### src/rtl/mixcol_seq.sv
// Runs one shared MixColumns word datapath over the four AES columns, one column per clock.
// Latency 5 cycles accept-to-out_valid (1 on bypass); holds the result in DONE until out_ready.

module mixw (
  input  logic [31:0] col,
  output logic [31:0] mixed
);
  function automatic logic [7:0] xt(input logic [7:0] a);
    return {a[6:0], 1'b0} ^ (a[7] ? 8'h1b : 8'h00);
  endfunction

  logic [7:0] s0, s1, s2, s3;

  always_comb begin
    s0 = col[31:24];
    s1 = col[23:16];
    s2 = col[15:8];
    s3 = col[7:0];
    mixed = {xt(s0) ^ xt(s1) ^ s1 ^ s2 ^ s3,
             s0 ^ xt(s1) ^ xt(s2) ^ s2 ^ s3,
             s0 ^ s1 ^ xt(s2) ^ xt(s3) ^ s3,
             xt(s0) ^ s0 ^ s1 ^ s2 ^ xt(s3)};
  end
endmodule

module mixcol_seq #(
  parameter int NCOL = 4
) (
  input  logic         clk,
  input  logic         rst,
  input  logic         flush,
  input  logic         in_valid,
  output logic         in_ready,
  input  logic [127:0] in_state,
  input  logic         in_bypass,
  output logic         out_valid,
  input  logic         out_ready,
  output logic [127:0] out_state,
  output logic         busy
);
  typedef enum logic [1:0] {IDLE, MIX, DONE} state_t;

  state_t                 state, state_nx;
  logic [1:0]             col_cnt;
  logic [NCOL-1:0][31:0]  work;
  logic [1:0]             widx;
  logic [31:0]            mix_in, mix_out;
  logic                   accept, mix_en;

  // Column 0 sits in the most significant word, so the packed index runs opposite to col_cnt.
  assign widx   = 2'(NCOL - 1) - col_cnt;
  assign mix_in = work[widx];

  mixw u_mixw (
    .col   (mix_in),
    .mixed (mix_out)
  );

  always_comb begin
    state_nx  = state;
    in_ready  = 1'b0;
    out_valid = 1'b0;
    accept    = 1'b0;
    mix_en    = 1'b0;
    case (state)
      IDLE: begin
        in_ready = 1'b1;
        if (in_valid) begin
          accept   = 1'b1;
          state_nx = in_bypass ? DONE : MIX;
        end
      end
      MIX: begin
        mix_en = 1'b1;
        if (col_cnt == 2'(NCOL - 1)) state_nx = DONE;
      end
      DONE: begin
        out_valid = 1'b1;
        if (out_ready) state_nx = IDLE;
      end
      default: state_nx = IDLE;
    endcase
    // Flush wins over any handshake happening on the same edge.
    if (flush) begin
      state_nx = IDLE;
      accept   = 1'b0;
      mix_en   = 1'b0;
    end
  end

  always_ff @(posedge clk or posedge rst) begin
    if (rst) state <= IDLE;
    else     state <= state_nx;
  end

  always_ff @(posedge clk or posedge rst) begin
    if (rst)                  col_cnt <= 2'd0;
    else if (flush || accept) col_cnt <= 2'd0;
    else if (mix_en)          col_cnt <= col_cnt + 2'd1;
  end

  // Flush deliberately leaves the work register alone; only the state is abandoned.
  always_ff @(posedge clk or posedge rst) begin
    if (rst)         work       <= '0;
    else if (accept) work       <= in_state;
    else if (mix_en) work[widx] <= mix_out;
  end

  assign out_state = work;
  assign busy      = (state != IDLE);
endmodule

### config.mk
export PLATFORM = sky130hd
export DESIGN_NAME = mixcol_seq
export DESIGN_NICKNAME = d
export VERILOG_FILES = /design/src/rtl/mixcol_seq.sv
export SDC_FILE = /design/constraint.sdc
export NUM_CORES = 1
export LEC_CHECK = 0
export CAP_MARGIN = 30
export CORE_ASPECT_RATIO = 0.9
export CORE_MARGIN = 5
export CORE_UTILIZATION = 46
export DETAILED_ROUTE_END_ITERATION = 10
export HOLD_SLACK_MARGIN = 0.05
export PLACE_DENSITY = 0.9
export SLEW_MARGIN = 40
export SYNTH_ARGS = -nofsm -noshare
export SYNTH_HDL_FRONTEND = slang
export SYNTH_SLANG_ARGS = --single-unit
export TNS_END_PERCENT = 10
### constraint.sdc
create_clock -name clk -period 5.7 [get_ports clk]
set_input_delay 1.425 -clock clk [delete_from_list [all_inputs] [get_ports clk]]
set_output_delay 1.425 -clock clk [all_outputs]
set_load 0.005 [all_outputs]
==> flow_summary.json <==
{
  "synth-seq-cells": 132,
  "cellPowerDensity_nw_per_um2": 608,
  "end_kind": "flop",
  "numCtsBuffers": 17,
  "dp_hpwl_um": 19400,
  "seq_area_frac_synth_pct": 44.1,
  "tightest_slew_ps": 748,
  "critical-path-max-stage-delay_ps": 570,
  "leakagePower_nw": 4.68,
  "cp.arrival_ps": 3780,
  "finalSetupTns_ps": 0,
  "detail-route-antenna-nets": 0,
  "dieArea_sq_um": 19000,
  "drt-vias-per-instance": 6.27,
  "ir_worst_vdd_mv": 0.417,
  "ys_top_cells_by_area": "dfrtp_1 (44%), a22oi_1 (13%), xnor3_1 (11%), mux4_2 (9.0%), o21ai_1 (4.5%)",
  "synth-edff-count": 0,
  "cts_sinks": 132,
  "grt.total_usage_pct": 28.5,
  "fin_nets": 967,
  "ys_warn_count": 0,
  "overflow": 0,
  "slew_headroom_pct": 50.1,
  "io_buffers": 264,
  "grt_pass1_vias": 7069,
  "yosysMostFrequentCell": "dfrtp_1",
  "drc_errors": 0,
  "path_cells": "clkdlybuf4s50_1 -> nor4b_2 -> buf_6 -> a21oi_4 -> buf_16 -> a22oi_1 -> o21ai_0",
  "cts_hold_buf": 0,
  "drive_gt1_share_pct": 11.6,
  "fin_skew_ps": 9.37,
  "pin_count": 265,
  "required_ps": 5960,
  "start_util_pct": 46.6,
  "grt_max_degree": 107,
  "ys.flop_type": "dfrtp_1",
  "gp_congestion": 0.865,
  "dr.pass1.iters": 5,
  "power_mw": 6.74,
  "startpoint_type": "primary input",
  "synth_top_area_share_pct": 44.1,
  "die_y_um": 131,
  "syn_inst": 582,
  "cap_violations": 0,
  "synthesis.area_sq_um": 7500,
  "cts-root-buf": "clkbuf_16",
  "path_class": "in2reg",
  "wirelength_um": 27000,
  "post-route-period-util_pct": 61.8,
  "dr_total_vias": 6578,
  "cp_top_family": "buffers and inverters",
  "holdWs_ps": 537,
  "path_max_fanout": 76,
  "post_cts_resized": 0,
  "syn_area_per_cell_sq_um": 12.9,
  "slew_viol_final": 0,
  "synth_common_cells": "dfrtp_1 (132), a22oi_1 (128), o21ai_1 (67)",
  "yosysUniqueCellTypes": 32,
  "cts_tree": "yes",
  "rows": 44,
  "antenna_found_initial": 0,
  "num_antenna_cells": 0,
  "core-area_sq_um": 16100,
  "grt_pass1_wl_um": 41500,
  "area_delta_synth_final_pct": 47.8,
  "htree_levels": 4,
  "final-setup-viol-count": 0,
  "wl_per_cell_um": 25.7,
  "path_clk_slew_ps": 60,
  "period_minus_slack_ps": 3520,
  "fmax_ghz": 0.284,
  "utilization_pct": 69.0,
  "hp-class": "reg2reg",
  "status": "finished, final reports clean",
  "clockBufferDepth": 2,
  "rsz0062_at_grt": "no",
  "clk_latency_ps": 410,
  "die_width_um": 145,
  "synthArstFlopShare_pct": 100,
  "drt_iter0_markers": 646,
  "yosysTopAreaCell": "dfrtp_1",
  "crit_slowest_cell": "buf_6",
  "cp_num_buf_inv": 3,
  "syn_nets": 720,
  "cts_setup_buffers": 0,
  "fillers": 1151,
  "hold_viol": 0
}
[kinds of logic (layout without fill, tap and decap cells)]
family / Yosys count / after routing / share of synthesized area [%]
flip-flops: 132 / 132 / 44.1
adder cells (fa/ha/maj): 4 / 4 / 0.668
AO/OA/AOI/OAI: 265 / 265 / 22.0
multiplexers: 32 / 32 / 9.71
XOR/XNOR: 74 / 74 / 18.7
AND/OR/NAND/NOR: 20 / 20 / 1.45
buffers and inverters: 55 / 315 / 3.45
[power by group]
group / total, mW / internal, mW / leakage [nW] / switching [mW]
logic: 4.09 / 2.11 / 2.72 / 1.98
clock network: 1.21 / 0.814 / 0.322 / 0.398
registers: 1.44 / 1.19 / 1.64 / 0.249
[metal layers]
layer / track usage (%) / up-vias / wire length (um)
li1: - / 2764 / -
met1: 37.4 / 3296 / 10100
met2: 46.4 / 463 / 13500
met3: 7.63 / 55 / 2800
met4: 8.70 / 0 / 558
met5: 0 / - / 0
[worst register-to-register path, delay by kind of cell (launching register included)]
kind / cells / cell delay, ps
compound gates: 1 / 170
xor+xnor: 2 / 930
buf+inv: 1 / 500
flops: 1 / 720
mux: 1 / 890
[through the flow]
stage | worst slack, ps | cells | cell area (sq um)
5_1_grt | 2060 | 1049 | 11100
3_5_place_dp | 1630 | 1017 | 10400
6_report | 2180 | 1049 | 11100
3_3_place_gp | 1800 | 1013 | 10300
2_1_floorplan | 749 | 582 | 7500
4_1_cts | 2040 | 1049 | 11100
[placed cells by master, fill, tap and decap left out, drive strengths merged, types with 8 or more instances in the layout]
cell,n
clkdlybuf4s50,264
dfrtp,132
o21ai,129
xor3,8
clkbuf,25
mux4,32
xnor3,36
buf,15
a22oi,128
xor2,13
xnor2,17
[state kept, by name, summed over array words and instances, names as in the netlist]
name / flops
state: 2
col_cnt: 2
out_state: 128
[worst paths after layout]
kind                                startpoint             end  slack (ps)  depth (start not counted)
worst max-delay path                     flush   out_state[69]        2180                          7
worst min-delay path            out_state[125]  out_state[125]         540                          2
worst max register to register      col_cnt[0]   out_state[43]        2420                          5
worst min register to register  out_state[125]  out_state[125]         540                          2
max in group asynchronous                  rst      col_cnt[1]        3280                          3
min in group asynchronous                  rst   out_state[24]        1540                          2
[area by class of cell]
type	instances	area [sq um]	area share, %
Inverter	4	22.5	0.203
Clock buffer	25	526	4.74
Multi-Input combinational cell	395	3990	36.0
Clock inverter	7	140	1.26
Timing Repair Buffer	279	2840	25.6
Sequential cell	132	3310	29.8
Tap cell	207	259	2.34
Power figures use the tool's default switching activity.
